==> src/rtl/uart_rx_fifo.sv <==
// uart_rx_fifo
//   Serial receive front end. A 2-flop synchronizer feeds an oversampling
//   receiver FSM (IDLE -> START -> DATA -> STOP). Each good byte is written
//   into a first-word-fall-through FIFO, and the FIFO head is presented on a
//   valid/ready port.
//
//   Optional build macro: UART_RX_PARITY_EN
//     undefined : 8N1 frames
//     defined   : 8E1 frames; a PARITY state is added and the parity_err
//                 output is present
//
// Ports
//   CLK          in   system clock, rising edge
//   RST          in   asynchronous reset, active low
//   Rx           in   serial line, idle high, asynchronous to CLK
//   out_data     out  FIFO head byte, valid while out_valid=1
//   out_valid    out  FIFO non-empty
//   out_ready    in   head is consumed when out_valid && out_ready
//   count        out  FIFO occupancy, 0..DEPTH
//   frame_err    out  one-cycle pulse: stop bit sampled low
//   parity_err   out  one-cycle pulse: parity mismatch (parity build only)
//   overrun      out  sticky: a good byte arrived while the FIFO was full
//   overrun_clr  in   clears overrun; a new overrun on the same cycle wins
module uart_rx_fifo #(
  parameter int CLKS_PER_BIT = 868,
  parameter int DEPTH        = 16
) (
  input  logic                     CLK,
  input  logic                     RST,
  input  logic                     Rx,
  output logic [7:0]               out_data,
  output logic                     out_valid,
  input  logic                     out_ready,
  output logic [$clog2(DEPTH):0]   count,
  output logic                     frame_err,
`ifdef UART_RX_PARITY_EN
  output logic                     parity_err,
`endif
  output logic                     overrun,
  input  logic                     overrun_clr
);

  localparam int AW = $clog2(DEPTH);
  localparam int CW = $clog2(CLKS_PER_BIT);

`ifdef UART_RX_PARITY_EN
  typedef enum logic [2:0] {S_IDLE, S_START, S_DATA, S_PARITY, S_STOP} state_t;
`else
  typedef enum logic [1:0] {S_IDLE, S_START, S_DATA, S_STOP} state_t;
`endif

  logic            r_rx_meta, r_rxs;
  state_t          r_state, w_state_nxt;
  logic [CW-1:0]   r_clk_cnt;
  logic [2:0]      r_bit_cnt;
  logic [7:0]      r_shift;
  logic            r_armed, r_push_pend, r_frame_err;
  logic            w_sample, w_bit_end, w_half_end, w_cnt_clr, w_stop_smp, w_par_bad;

  logic [7:0]      r_mem [DEPTH];
  logic [AW-1:0]   r_wr, r_rd, w_rd_nxt;
  logic [AW:0]     r_count, w_cnt_nxt;
  logic [7:0]      r_out_data, w_head_nxt;
  logic            r_out_valid, r_overrun;
  logic            w_full, w_pop, w_push;

  // Synchronizer: resets to the idle line level so reset never fakes a start.
  always_ff @(posedge CLK or negedge RST) begin
    if (!RST) begin
      r_rx_meta <= 1'b1;
      r_rxs     <= 1'b1;
    end else begin
      r_rx_meta <= Rx;
      r_rxs     <= r_rx_meta;
    end
  end

  assign w_bit_end  = (r_clk_cnt == CW'(CLKS_PER_BIT - 1));
  assign w_half_end = (r_clk_cnt == CW'(CLKS_PER_BIT / 2 - 1));
  assign w_stop_smp = (r_state == S_STOP) && w_bit_end;
  // START only waits half a bit so every later sample lands mid-bit.
  assign w_cnt_clr  = (r_state == S_IDLE) ||
                      ((r_state == S_START) ? w_half_end : w_bit_end);

  always_ff @(posedge CLK or negedge RST) begin
    if (!RST) r_state <= S_IDLE;
    else      r_state <= w_state_nxt;
  end

  always_comb begin
    w_state_nxt = r_state;
    w_sample    = 1'b0;
    case (r_state)
      // r_armed keeps a held-low break from being taken as a stream of starts.
      S_IDLE:  if (!r_rxs && r_armed) w_state_nxt = S_START;
      S_START: if (w_half_end) w_state_nxt = r_rxs ? S_IDLE : S_DATA;
      S_DATA: begin
        if (w_bit_end) begin
          w_sample = 1'b1;
`ifdef UART_RX_PARITY_EN
          if (r_bit_cnt == 3'd7) w_state_nxt = S_PARITY;
`else
          if (r_bit_cnt == 3'd7) w_state_nxt = S_STOP;
`endif
        end
      end
`ifdef UART_RX_PARITY_EN
      S_PARITY: if (w_bit_end) w_state_nxt = S_STOP;
`endif
      S_STOP:  if (w_bit_end) w_state_nxt = S_IDLE;
      default: w_state_nxt = S_IDLE;
    endcase
  end

  always_ff @(posedge CLK or negedge RST) begin
    if (!RST) begin
      r_clk_cnt <= '0;
      r_bit_cnt <= '0;
    end else begin
      if (w_cnt_clr) r_clk_cnt <= '0;
      else           r_clk_cnt <= r_clk_cnt + CW'(1);
      if (r_state == S_IDLE) r_bit_cnt <= '0;
      else if (w_sample)     r_bit_cnt <= r_bit_cnt + 3'd1;
    end
  end

  // Shift register stays put through PARITY/STOP and the push cycle, so it
  // doubles as the FIFO write data.
  always_ff @(posedge CLK) begin
    if (w_sample) r_shift <= {r_rxs, r_shift[7:1]};
  end

`ifdef UART_RX_PARITY_EN
  logic r_par, r_parity_err;
  always_ff @(posedge CLK) begin
    if ((r_state == S_PARITY) && w_bit_end) r_par <= r_rxs;
  end
  assign w_par_bad = r_par ^ (^r_shift);
  always_ff @(posedge CLK or negedge RST) begin
    if (!RST) r_parity_err <= 1'b0;
    else      r_parity_err <= w_stop_smp && w_par_bad;
  end
  assign parity_err = r_parity_err;
`else
  assign w_par_bad = 1'b0;
`endif

  always_ff @(posedge CLK or negedge RST) begin
    if (!RST) begin
      r_push_pend <= 1'b0;
      r_frame_err <= 1'b0;
      r_armed     <= 1'b1;
    end else begin
      r_push_pend <= w_stop_smp && r_rxs && !w_par_bad;
      r_frame_err <= w_stop_smp && !r_rxs;
      if (w_stop_smp && !r_rxs) r_armed <= 1'b0;
      else if (r_rxs)           r_armed <= 1'b1;
    end
  end

  // A pop on the push cycle frees the slot even when full.
  assign w_full    = (r_count == (AW+1)'(DEPTH));
  assign w_pop     = r_out_valid && out_ready;
  assign w_push    = r_push_pend && (!w_full || w_pop);
  assign w_rd_nxt  = r_rd + AW'(w_pop);
  assign w_cnt_nxt = r_count + (AW+1)'(w_push) - (AW+1)'(w_pop);
  // Bypass when the incoming byte becomes the head in the same cycle.
  assign w_head_nxt = (w_push && (w_rd_nxt == r_wr)) ? r_shift : r_mem[w_rd_nxt];

  always_ff @(posedge CLK) begin
    if (w_push) r_mem[r_wr] <= r_shift;
  end

  always_ff @(posedge CLK or negedge RST) begin
    if (!RST) begin
      r_wr        <= '0;
      r_rd        <= '0;
      r_count     <= '0;
      r_out_valid <= 1'b0;
      r_out_data  <= '0;
      r_overrun   <= 1'b0;
    end else begin
      if (w_push) r_wr <= r_wr + AW'(1);
      r_rd        <= w_rd_nxt;
      r_count     <= w_cnt_nxt;
      r_out_valid <= (w_cnt_nxt != '0);
      if (w_cnt_nxt != '0) r_out_data <= w_head_nxt;
      if (r_push_pend && w_full && !w_pop) r_overrun <= 1'b1;
      else if (overrun_clr)                r_overrun <= 1'b0;
    end
  end

  assign out_data  = r_out_data;
  assign out_valid = r_out_valid;
  assign count     = r_count;
  assign frame_err = r_frame_err;
  assign overrun   = r_overrun;

endmodule

==> config.mk <==
export PLATFORM = sky130hd
export DESIGN_NAME = uart_rx_fifo
export DESIGN_NICKNAME = d
export VERILOG_FILES = /design/src/rtl/uart_rx_fifo.sv
export SDC_FILE = /design/constraint.sdc
export NUM_CORES = 1
export LEC_CHECK = 0
export ABC_CLOCK_PERIOD_IN_PS = 5100
export CAP_MARGIN = 5
export CORE_MARGIN = 2
export CORE_UTILIZATION = 45
export DETAILED_ROUTE_END_ITERATION = 16
export GPL_ROUTABILITY_DRIVEN = 0
export SLEW_MARGIN = 40
export SYNTH_ARGS = -nofsm -noshare
export SYNTH_HDL_FRONTEND = slang
export SYNTH_SLANG_ARGS = --single-unit
==> constraint.sdc <==
create_clock -name CLK -period 5.1 [get_ports CLK]
set_clock_uncertainty 0.2 [all_clocks]
set_input_delay 1.02 -clock CLK [delete_from_list [all_inputs] [get_ports CLK]]
set_output_delay 1.02 -clock CLK [all_outputs]
set_load 0.03 [all_outputs]
==> impl_metrics.ini <==
[synthesis]
synthCells = 406
synth_mux_area_frac = 0.173
syn_nets = 427
yosysWarnings = 0
synth_fa_ha_area_frac = 0.0273
synth_area_um2 = 7600
ys_types = 46
synth_ff_type = edfxtp_1
synth_seq_area_share = 0.680
synth-compound-area-share = 0.0193
synth-xor-area-share = 0.0311
synthArstFlopShare = 0.240
avgSynthCellArea_um2 = 18.7
synth_top_family_by_area = multiplexers
synthSimpleGateAreaFrac = 0.0484
synth_edf_count = 136
synth_seq_cells = 179

[critical_path]
worst_ep_required_time_ns = 5.22
critPathMaxFanout = 9
rrSetupSlack_ns = 1.40
arrival_ns = 4.33
worstSetupPathType = in2reg
worst_setup_path_end_kind = register
crit_path_start_kind = input port

[placed_design]
dp_cells = 641
numPortBuffers = 20
dpl.hpwl_mm = 9.01

[timing]
worst_hold_slack_ns = 0.157
report.final.slew_viol_count = 0
timing.final.crit_period_ns = 4.21
clock.fmax_mhz = 238
post-route-period-util = 0.826
rsz0062_at_grt = false
fin_setup_tns_ns = 0
tightest_slew_ns = 0.757
hold_violations = 0
setup_violations = 0
slew_headroom = 0.496

[clocking]
path_clk_slew_ns = 0.06
cts_tree = built
cts_buffers = 17
cts.sinks = 179
cts.htree.levels = 4
cts_setup_buffers = 0
postCtsHoldBufs = 0
cts_buffer_depth = 2
cts_resized = 0
clk_latency_ns = 0.43
root_buffer = clkbuf_16

[pwr]
power_density_nw_per_um2 = 587
leakagePower_nw = 3.27
max-vdd-ir-drop_uv = 314

[route]
drt-pass1-iter-count = 4
wl_per_cell_um = 20.8
drtIter0Drc = 170
drcViolationCount = 0
num_vias = 3586
wl_mm = 14.0
ant_nets = 0
via_per_inst = 5.33

[global_route]
grt-ovfl-total = 0
top_usage_layer = met2
gr-usage-all-layers = 0.168
use_met1 = 0.227
met3_usage = 0.0431
grt_pass1_vias = 3639
grt_max_degree = 44
grt_pass1_wl_mm = 21.4
grt_antenna_before_repair = 0
grtUsageMet2 = 0.268

[die]
die_w_um = 134
die_area_um2 = 17900
row_count = 47
core_area_um2 = 16500
initial_utilization = 0.460
ios = 21
die_h_um = 134

[finish]
final_cells = 673
areaGrowthSynthToFinish_pct = 14.6
drive_gt1_frac = 0.155
nFillCells = 1322
fin_util = 0.527
fin_nets = 461
layout_common_cells = 136 x edfxtp_1, 40 x dfrtp_1, 31 x mux4_1
diodes = 0
final_common_cell = edfxtp_1

[run_status]
outcome = finished, final reports clean

[run]
cap_violations = 0

[min_path]
hold_path_class = reg2reg
[path summary, 6_finish.rpt]
path | start | endpoint | depth (start not counted)
setup / recovery | out_ready | out_data[3] | 11
hold / removal | r_rx_meta | r_rxs | 0
setup reg to reg | count[2] | out_data[3] | 12
hold reg to reg | r_rx_meta | r_rxs | 0
max in group asynchronous | RST | count[3] | 1
min in group asynchronous | RST | r_clk_cnt[4] | 1
[routing by layer]
metal | vias up | routed length (um)
li1 | 1681 | -
met1 | 1835 | 6230
met2 | 56 | 7010
met3 | 14 | 593
met4 | 0 | 194
met5 | - | 0
[power breakdown]
part / total (W) / internal (W) / switching [W]
clock: 0.00138 / 0.000830 / 0.000548
combinational: 0.00194 / 0.00103 / 0.000908
sequential: 0.00179 / 0.00167 / 0.000114
[area by class of cell]
class | instances | area (um2) | share of cell area
Timing Repair Buffer | 29 | 290 | 0.0333
Clock inverter | 13 | 200 | 0.0230
Inverter | 15 | 56.3 | 0.00647
Sequential cell | 179 | 5160 | 0.593
Multi-Input combinational cell | 198 | 2290 | 0.263
Tap cell | 220 | 275 | 0.0316
Clock buffer | 19 | 433 | 0.0497
[through the flow]
step	instance area, um2	worst slack (ns)	total power [W]
floorplan	7600	1.15	0.00329
global placement	8060	0.528	0.00377
detailed placement	8070	0.415	0.00379
CTS	8700	0.880	0.00518
global route	8700	0.677	0.00534
finish	8700	0.890	0.00511
[cell families (layout without fill, tap and decap cells)]
family          count (synthesis)  in the layout
mux                            73             73
flops                         179            179
buf+inv                        29             76
simple gates                   67             67
fa+ha+maj                      16             16
xor+xnor                       21             21
compound gates                 21             21
[state kept, by name, summed over array words and instances, names as in the netlist, 3 cells and up, named ones only]
| register | cells |
|---|---|
| count | 5 |
| out_data | 8 |
| r_bit_cnt | 3 |
| r_clk_cnt | 10 |
| r_mem | 128 |
| r_rd | 4 |
| r_shift | 8 |
| r_wr | 4 |
[cells in the mapped netlist (2+ instances only)]
master	number	area (um2)
nor2_1	23	86.3
edfxtp_1	136	4080
nand2b_1	2	12.5
o21ai_0	2	10.0
nor4_1	6	37.5
a31oi_1	3	18.8
mux2_4	13	195
a22o_1	5	43.8
a21o_1	2	15.0
and2_1	2	12.5
xnor2_1	10	87.6
mux4_1	31	815
clkbuf_1	8	30.0
and4b_1	2	20.0
nor3b_1	2	15.0
mux2_2	4	45.0
inv_1	14	52.6
nand2_1	7	26.3
nand3_1	7	35.0
o21ai_1	2	10.0
a21oi_1	4	20.0
ha_1	15	188
mux2i_1	24	240
nand4_1	2	12.5
dfstp_2	3	78.8
buf_6	2	22.5
and3_1	9	56.3
or3_1	2	12.5
dfrtp_1	40	1000
xor2_1	8	70.1
[worst max-delay path, stage by stage]
cell,delay (ns)
clkdlybuf4s50_1,0.39
and2_1,0.18
nor4_1,0.30
nand2b_1,0.29
o21ai_0,0.12
ha_1,0.22
fa_1,0.40
xor2_1,0.18
or3_1,0.29
or3_1,0.54
mux2_4,0.38
No activity file was read; power rests on OpenSTA's default activity.
